**src/rtl/ro_scan_meter.sv**
```systemverilog
// Ring-oscillator frequency scanner: enables one RO at a time, settles, counts synchronised
// rising edges over a fixed gate window and streams each result as a framed byte sequence.
module ro_scan_meter #(
  parameter int NUM_CH        = 125,
  parameter int COUNT_W       = 32,
  parameter int GATE_CYCLES   = 100000,
  parameter int SETTLE_CYCLES = 1000,
  parameter int SYNC_STAGES   = 2
) (
  input  logic              clk,
  input  logic              reset,
  input  logic              start,
  input  logic              continuous,
  input  logic [NUM_CH-1:0] ro_in,
  output logic [NUM_CH-1:0] ro_en,
  output logic [7:0]        tx_data,
  output logic              tx_valid,
  input  logic              tx_ready,
  output logic              busy,
  output logic              done,
  output logic [7:0]        cur_ch
);
  localparam int CH_W        = (NUM_CH > 1) ? $clog2(NUM_CH) : 1;
  localparam int FRAME_BYTES = 2 + COUNT_W / 8;
  localparam int BI_W        = $clog2(FRAME_BYTES);
  localparam logic [7:0]      SOF       = 8'hA5;
  localparam logic [BI_W-1:0] LAST_BYTE = BI_W'(FRAME_BYTES - 1);

  typedef enum logic [2:0] {IDLE, SETTLE, GATE, SEND, NEXT} state_t;
  state_t state;

  logic [SYNC_STAGES-1:0] sync_pipe;
  logic                   edge_prev;
  logic                   ro_sel;
  logic                   edge_det;
  logic [31:0]            settle_cnt;
  logic [31:0]            gate_cnt;
  logic [COUNT_W-1:0]     edge_cnt;
  logic [COUNT_W-1:0]     edge_cnt_nxt;
  logic [COUNT_W-1:0]     result;
  logic [BI_W-1:0]        byte_idx;

  // Byte idx of a frame: SOF, channel, then the count MSB-first.
  function automatic logic [7:0] frame_byte(input int idx, input logic [7:0] ch,
                                            input logic [COUNT_W-1:0] cnt);
    logic [COUNT_W-1:0] sh;
    logic [7:0]         b;
    sh = cnt >> (8 * (FRAME_BYTES - 1 - idx));
    if (idx == 0)      b = SOF;
    else if (idx == 1) b = ch;
    else               b = sh[7:0];
    return b;
  endfunction

  assign ro_sel   = ro_in[cur_ch[CH_W-1:0]];
  assign edge_det = sync_pipe[SYNC_STAGES-1] & ~edge_prev;
  assign edge_cnt_nxt = (edge_det && (edge_cnt != '1)) ? edge_cnt + 1'b1 : edge_cnt;

  always_ff @(posedge clk) begin
    if (reset) begin
      sync_pipe <= '0;
      edge_prev <= 1'b0;
    end else begin
      sync_pipe <= {sync_pipe[SYNC_STAGES-2:0], ro_sel};
      edge_prev <= sync_pipe[SYNC_STAGES-1];
    end
  end

  always_ff @(posedge clk) begin
    if (reset) begin
      state      <= IDLE;
      ro_en      <= '0;
      tx_data    <= '0;
      tx_valid   <= 1'b0;
      busy       <= 1'b0;
      done       <= 1'b0;
      cur_ch     <= '0;
      settle_cnt <= '0;
      gate_cnt   <= '0;
      edge_cnt   <= '0;
      result     <= '0;
      byte_idx   <= '0;
    end else begin
      done <= 1'b0;
      case (state)
        IDLE: begin
          if (start) begin
            cur_ch     <= '0;
            ro_en      <= NUM_CH'(1);
            settle_cnt <= '0;
            busy       <= 1'b1;
            state      <= SETTLE;
          end
        end
        SETTLE: begin
          if (settle_cnt == 32'(SETTLE_CYCLES - 1)) begin
            edge_cnt <= '0;
            gate_cnt <= '0;
            state    <= GATE;
          end else begin
            settle_cnt <= settle_cnt + 32'd1;
          end
        end
        GATE: begin
          edge_cnt <= edge_cnt_nxt;
          if (gate_cnt == 32'(GATE_CYCLES - 1)) begin
            result   <= edge_cnt_nxt;
            ro_en    <= '0;
            byte_idx <= '0;
            state    <= SEND;
          end else begin
            gate_cnt <= gate_cnt + 32'd1;
          end
        end
        SEND: begin
          // First SEND cycle only loads byte 0; afterwards advance on each accept.
          if (!tx_valid) begin
            tx_valid <= 1'b1;
            tx_data  <= frame_byte(0, cur_ch, result);
          end else if (tx_ready) begin
            if (byte_idx == LAST_BYTE) begin
              tx_valid <= 1'b0;
              state    <= NEXT;
            end else begin
              byte_idx <= byte_idx + 1'b1;
              tx_data  <= frame_byte(int'(byte_idx) + 1, cur_ch, result);
            end
          end
        end
        NEXT: begin
          settle_cnt <= '0;
          if (cur_ch != 8'(NUM_CH - 1)) begin
            cur_ch <= cur_ch + 8'd1;
            ro_en  <= NUM_CH'(1) << (cur_ch + 8'd1);
            state  <= SETTLE;
          end else if (continuous) begin
            cur_ch <= '0;
            ro_en  <= NUM_CH'(1);
            state  <= SETTLE;
          end else begin
            busy  <= 1'b0;
            done  <= 1'b1;
            state <= IDLE;
          end
        end
        default: state <= IDLE;
      endcase
    end
  end
endmodule

```
**config.mk**
```make
export PLATFORM = sky130hd
export DESIGN_NAME = ro_scan_meter
export DESIGN_NICKNAME = d
export VERILOG_FILES = /design/src/rtl/ro_scan_meter.sv
export SDC_FILE = /design/constraint.sdc
export NUM_CORES = 1
export LEC_CHECK = 0
export CORE_MARGIN = 3
export CORE_UTILIZATION = 51
export CTS_CLUSTER_DIAMETER = 120
export DETAILED_ROUTE_END_ITERATION = 10
export PLACE_DENSITY = 0.82
export SYNTH_ARGS = -nofsm -noshare
export SYNTH_HDL_FRONTEND = slang
export SYNTH_SLANG_ARGS = --single-unit
```
**constraint.sdc**
```tcl
create_clock -name clk -period 7 [get_ports clk]
set_input_delay 2.1 -clock clk [delete_from_list [all_inputs] [get_ports clk]]
set_output_delay 2.1 -clock clk [all_outputs]
set_load 0.03 [all_outputs]
```
==> key figures, run 1 <==
Run status
  – Status: finished clean

Synthesis
  – Area contributors post-synth: dfxtp_1, nor2_1, mux4_2, o21ai_0, a22oi_1
  – Synth Area in XOR/XNOR: 0.0436
  – Synth Area in Simple Gates: 0.214
  – Cell taking the most area after synthesis: dfxtp_1
  – Synth Flop Type: dfxtp_1
  – Synth Cell Area: 13600 um^2
  – Unique masters post-synth: 81
  – Ys Warns: 0
  – Post-synth net total: 1669
  – Main combinational cell family by area after synthesis: simple AND/OR/NAND/NOR gates
  – Async set or reset register ratio after synthesis: 0
  – Multiplexer area fraction after synthesis: 0.0696
  – EDFF count, synth: 0
  – #FFs+latches synth: 281
  – Synth Area in Adders: 0.0119
  – Syn Inst Count: 1526
  – Post-Syn Area per Cell: 8.93 um^2
  – Post-synth top area share: 0.413
  – Register area share after synthesis: 0.413
  – Synth Area in Compound Gates: 0.207

Layout
  – Syn-to-layout area delta: 29.0%
  – Commonest non-fill, non-tap cell in the layout: dfxtp_1
  – # nets final: 1876
  – Commonest cells after routing, fill and taps aside: dfxtp_1, clkdlybuf4s50_1, nor2_1, nand2_1, o21ai_0
  – Post-Layout Cell Count: 2092
  – Final instance area: 17600 um^2
  – Share of layout cells above drive strength 1: 0.0866

Placement
  – Gpl congestion: 0.899
  – Pre-CTS setup slack: 2.29 ns
  – HPWL after DPL: 31000 um
  – Placed Area: 16500 um^2
  – Port bufs: 273
  – Placed cells: 2037

Drt
  – Met1 WL: 16800 um
  – Total Routed Length: 43500 um
  – Top Metal Used: met4
  – DRT Pass-1 Iters: 6
  – Routed WL per cell: 20.8 um
  – Residual DRC count: 0
  – Vias post-DR: 13300
  – Via/cell ratio: 6.36
  – Met2 wire length: 20800 um
  – DR iter-0 viols: 1342
  – ANT nets after route: 0
  – Met3 WL: 3550 um

Worst setup path
  – Crit path max-delay family: buffers and inverters
  – Max stage delay cell, worst path: clkdlybuf4s50_1
  – Critical Path End Type: output pin
  – CP Data Arrival Time: 2.27 ns
  – Crit path launch type: flop
  – Largest stage delay on the critical path: 0.80 ns
  – Buf+Inv Stages, Crit Path: 2
  – CP Cell Sequence: buf_4 > clkdlybuf4s50_1
  – Critical path type: reg2out
  – CP Max Fanout: 51
  – Worst Path Required: 4.90 ns

STA
  – RSZ-0062 raised after global routing: false
  – Fin. max-slew vios: 0
  – Final setup viols: 0
  – Final Hold Viols: 0
  – Max Fclk: 229 MHz
  – Setup TNS: 0 ns
  – Setup slack after layout: 2.63 ns
  – Crit path time final: 4.37 ns
  – Worst Skew: 0.0224 ns
  – Slew @ Worst Pin: 1.02 ns
  – Relative slew slack: 0.317
  – Fin crit share: 0.624

Pwr
  – Total leakage power: 0.00585 uW
  – Power Density: 198 nW/um^2
  – P_int: 2730 uW
  – Switching portion of total power: 0.216
  – Psw: 751 uW
  – Seq pwr share: 0.461
  – Clock share of power: 0.491
  – Comb pwr share: 0.048
  – Max VDD drop: 0.170 mV

Global route
  – Vias in the first global route: 12300
  – Total gr overflow: 0
  – Largest net degree at the start of global routing: 84
  – GRT Overall Usage: 0.284
  – Initial antenna violation count: 1
  – First-pass GRT wire length: 66900 um

Clock tree
  – CTS tree: built
  – PostCTS Resize Cnt: 0
  – Cts hold-fix bufs: 0
  – H-tree Lvls: 1
  – CTS Buf Count: 29
  – Setup Fix Bufs, Post-CTS: 0
  – CTS Buffer Depth: 3
  – Root Buffer: clkbuf_16
  – Clk_lat worst skew: 0.56 ns
  – Worst-path clk slew: 0.07 ns
  – Clock Sinks: 281

Floorplan
  – Core area: 26100 um^2
  – Initial Utilization: 0.521
  – Row count: 59
  – Die Y: 169 um
  – Die Wd: 169 um
  – Num ports: 274
  – Die Area: 28700 um^2

Worst hold path
  – Hold WC Path Type: reg2reg

Flow run
  – Maxcap violations: 0
==> registers in the layout (all words and copies together), names as in the netlist, 2 cells and up <==
register,count
byte_idx,3
cur_ch,8
edge_cnt,32
gate_cnt,32
result,32
ro_en,125
settle_cnt,32
state,3
sync_pipe,2
tx_data,8
==> per-stage QoR <==
step	util	total power, uW	hold slack, ns
2_1_floorplan	-	1710	0.414
3_3_place_gp	0.631	1800	0.437
3_5_place_dp	0.631	1810	0.443
4_1_cts	0.672	3490	0.468
5_1_grt	0.673	3570	0.485
6_report	0.673	3480	0.463
==> worst register-to-register path: cells and delay by family, from the launching register on <==
kind,cells,cell delay [ns]
flops,1,0.39
compound gates,2,1.03
fa+ha+maj,1,0.53
simple gates,3,1.18
buf+inv,1,0.54
==> Yosys cell counts, types with 7 or more instances <==
| cell type | n |
|---|---|
| and4_1 | 8 |
| a21o_1 | 8 |
| buf_1 | 7 |
| a31oi_1 | 27 |
| clkbuf_1 | 83 |
| nor2_1 | 190 |
| inv_1 | 18 |
| a22oi_1 | 52 |
| o21ai_0 | 82 |
| a21oi_1 | 68 |
| nor2b_1 | 9 |
| nand4_1 | 34 |
| xnor2_1 | 37 |
| buf_2 | 28 |
| nand3_1 | 53 |
| nand2b_1 | 9 |
| o211ai_1 | 8 |
| mux2_2 | 8 |
| nand2_1 | 97 |
| ha_1 | 13 |
| dfxtp_1 | 281 |
| mux2i_1 | 16 |
| nor4_1 | 22 |
| mux4_2 | 31 |
| a211oi_1 | 13 |
| and3_1 | 24 |
| and2_1 | 18 |
| a22o_1 | 44 |
| or4_1 | 10 |
| a32oi_1 | 32 |
| nor4_2 | 7 |
| nor3_1 | 36 |
| or3_1 | 28 |
| xor2_1 | 29 |
==> layer usage <==
layer	vias to the layer above	global-route usage
met3	138	0.0454
li1	6120	-
met4	0	0.136
met1	6378	0.351
met5	-	0
met2	663	0.485
==> power groups by stage <==
stage	clock, uW	combinational [uW]	sequential (uW)
finish	1710	168	1610
global route	1780	178	1610
CTS	1720	166	1610
detailed placement	0	165	1640
global placement	0	162	1640
floorplan	0	68.9	1640
==> final timing paths <==
| kind | from | end | slack, ns | cells after the start |
|---|---|---|---|---|
| worst max-delay path | cur_ch[1] | cur_ch[1] | 2.63 | 2 |
| worst min-delay path | ro_en[55] | ro_en[55] | 0.46 | 2 |
| worst max register to register | gate_cnt[0] | ro_en[13] | 3.17 | 7 |
| worst min register to register | ro_en[55] | ro_en[55] | 0.46 | 2 |
==> kinds of logic (layout without fill, tap and decap cells) <==
group	count (synthesis)	count (layout)
other cells	0	1
xor+xnor	67	67
compound gates	398	398
flops	281	281
mux	55	55
fa+ha+maj	13	13
simple gates	574	574
buf+inv	138	368
==> layout make-up <==
cell class	count	area, um^2
Antenna cell	1	2.50
Timing Repair Buffer	296	2900
Tap cell	335	419
Clock buffer	31	753
Sequential cell	281	5630
Multi-Input combinational cell	1107	7480
Fill cell	2014	8560
Clock inverter	23	318
Inverter	18	67.6
Note: power is estimated with default switching activity, not from simulation.
==> inputs of run 2 (changes only) <==
clock period = 4.5 ns   (was 7 ns; I/O delays follow)
==> run 2 against run 1 <==
Compared with the run above: clock power up 61%; critical path type is now reg2reg; routed wire length decreased by 1.2%; non-clock buffer count rose by 7; register-to-register slack worse by 2.2 ns; sequential share of layout area is 0.23 points lower; clock-buffer cell count up 8; largest cell class unchanged; global-route usage is 0.11 points lower; die area stayed put; highest routed layer is now met5; sequential power rose by 55%; power up 58%.
==> key figures, run 2 (synthesis results as in run 1) <==
Run status
  – Status: finished clean

Worst setup path
  – CP Cell Sequence: inv_1 > ha_1 > nand2b_1 > o311a_1 > nand3_1 > nor3_2 > a22oi_1 > nor2_1
  – Buf+Inv Stages, Crit Path: 1
  – Largest stage delay on the critical path: 1.00 ns
  – Critical Path End Type: flop
  – Worst Path Required: 4.99 ns
  – Max stage delay cell, worst path: nor3_2
  – Critical path type: reg2reg
  – CP Data Arrival Time: 4.06 ns
  – Crit path launch type: flop
  – Crit path max-delay family: simple AND/OR/NAND/NOR gates
  – CP Max Fanout: 19

Drt
  – DR iter-0 viols: 1430
  – Vias post-DR: 13200
  – Residual DRC count: 0
  – Total Routed Length: 42900 um
  – ANT nets after route: 0
  – DRT Pass-1 Iters: 5
  – Routed WL per cell: 20.4 um
  – Via/cell ratio: 6.26

STA
  – Final Hold Viols: 0
  – Fin crit share: 0.794
  – Worst Skew: 0.0125 ns
  – RSZ-0062 raised after global routing: false
  – Fin. max-slew vios: 0
  – Max Fclk: 280 MHz
  – Setup TNS: 0 ns
  – Slew @ Worst Pin: 1.29 ns
  – Relative slew slack: 0.134
  – Final setup viols: 0
  – Crit path time final: 3.57 ns

Clock tree
  – Cts hold-fix bufs: 0
  – PostCTS Resize Cnt: 0
  – Clk_lat worst skew: 0.56 ns
  – CTS tree: built
  – H-tree Lvls: 1
  – Worst-path clk slew: 0.07 ns
  – CTS Buffer Depth: 3
  – CTS Buf Count: 29
  – Clock Sinks: 281
  – Root Buffer: clkbuf_16
  – Setup Fix Bufs, Post-CTS: 0

Layout
  – Share of layout cells above drive strength 1: 0.0879
  – Max reg flops: 125
  – Final Util: 0.677
  – Commonest cells after routing, fill and taps aside: dfxtp_1, clkdlybuf4s50_1, nor2_1, nand2_1, o21ai_0
  – # nets final: 1883
  – Commonest non-fill, non-tap cell in the layout: dfxtp_1
  – Fillcell total: 2003
  – Most flops, register: ro_en
  – Syn-to-layout area delta: 29.9%

Floorplan
  – Die Y: 169 um
  – Core area: 26100 um^2
  – Initial Utilization: 0.521
  – Die Area: 28700 um^2
  – Row count: 59
  – Num ports: 274
  – Die Wd: 169 um

Placement
  – Gpl congestion: 0.929
  – Port bufs: 273
  – HPWL after DPL: 30500 um

Global route
  – Vias in the first global route: 12400
  – GRT Overall Usage: 0.283
  – Initial antenna violation count: 3
  – Largest net degree at the start of global routing: 74
  – Total gr overflow: 0
  – First-pass GRT wire length: 66800 um

Pwr
  – Max VDD drop: 0.245 mV
  – Power Density: 312 nW/um^2
  – Total leakage power: 0.00592 uW

Flow run
  – Maxcap violations: 0

Worst hold path
  – Hold WC Path Type: reg2reg
## run 2: worst paths after layout
check	start	end	slack [ns]	cells past startpoint
hold / removal	ro_en[102]	ro_en[102]	0.46	2
hold reg to reg	ro_en[102]	ro_en[102]	0.46	2
setup reg to reg	cur_ch[1]	ro_en[95]	0.93	8
setup / recovery	cur_ch[1]	ro_en[95]	0.93	8
## run 2: layout make-up
cell class                 instances  area [um^2]  share of cell area
inverter                          18         67.6             0.00382
clock inverter                    15          297              0.0168
tap                              335          419              0.0237
sequential                       281         5630               0.318
clock buffer                      39          823              0.0465
multi-input combinational       1107         7490               0.423
timing repair buffer             303         2970               0.168
antenna                            2         5.00            0.000283
## run 2: power by group
part,switching (uW),internal (uW),leakage (uW)
clock network,1010,1750,0.000548
logic,122,143,0.00311
registers,6.34,2490,0.00226
## run 2: worst min-delay path, cell delays in order, from the launching register on
cell and delay (ns):
dfxtp_1 0.33, nand2_1 0.04, o21ai_0 0.05
## run 2: layer usage
| layer | wire (um) | track usage |
|---|---|---|
| met1 | 16800 | 0.354 |
| met4 | 1940 | 0.116 |
| met5 | 13 | 0 |
| met3 | 3470 | 0.0489 |
| met2 | 20700 | 0.485 |
## run 2: through the flow
step | hold slack, ns | instances | total power, uW | instance area [um^2] | setup WS [ns]
floorplan | 0.414 | 1526 | 2660 | 13600 | 1.07
finish | 0.455 | 2100 | 5520 | 17700 | 0.928
global placement | 0.436 | 2044 | 2810 | 16600 | 0.557
global route | 0.481 | 2100 | 5670 | 17700 | 0.745
detailed placement | 0.442 | 2044 | 2810 | 16600 | 0.408
CTS | 0.458 | 2098 | 5540 | 17700 | 0.934
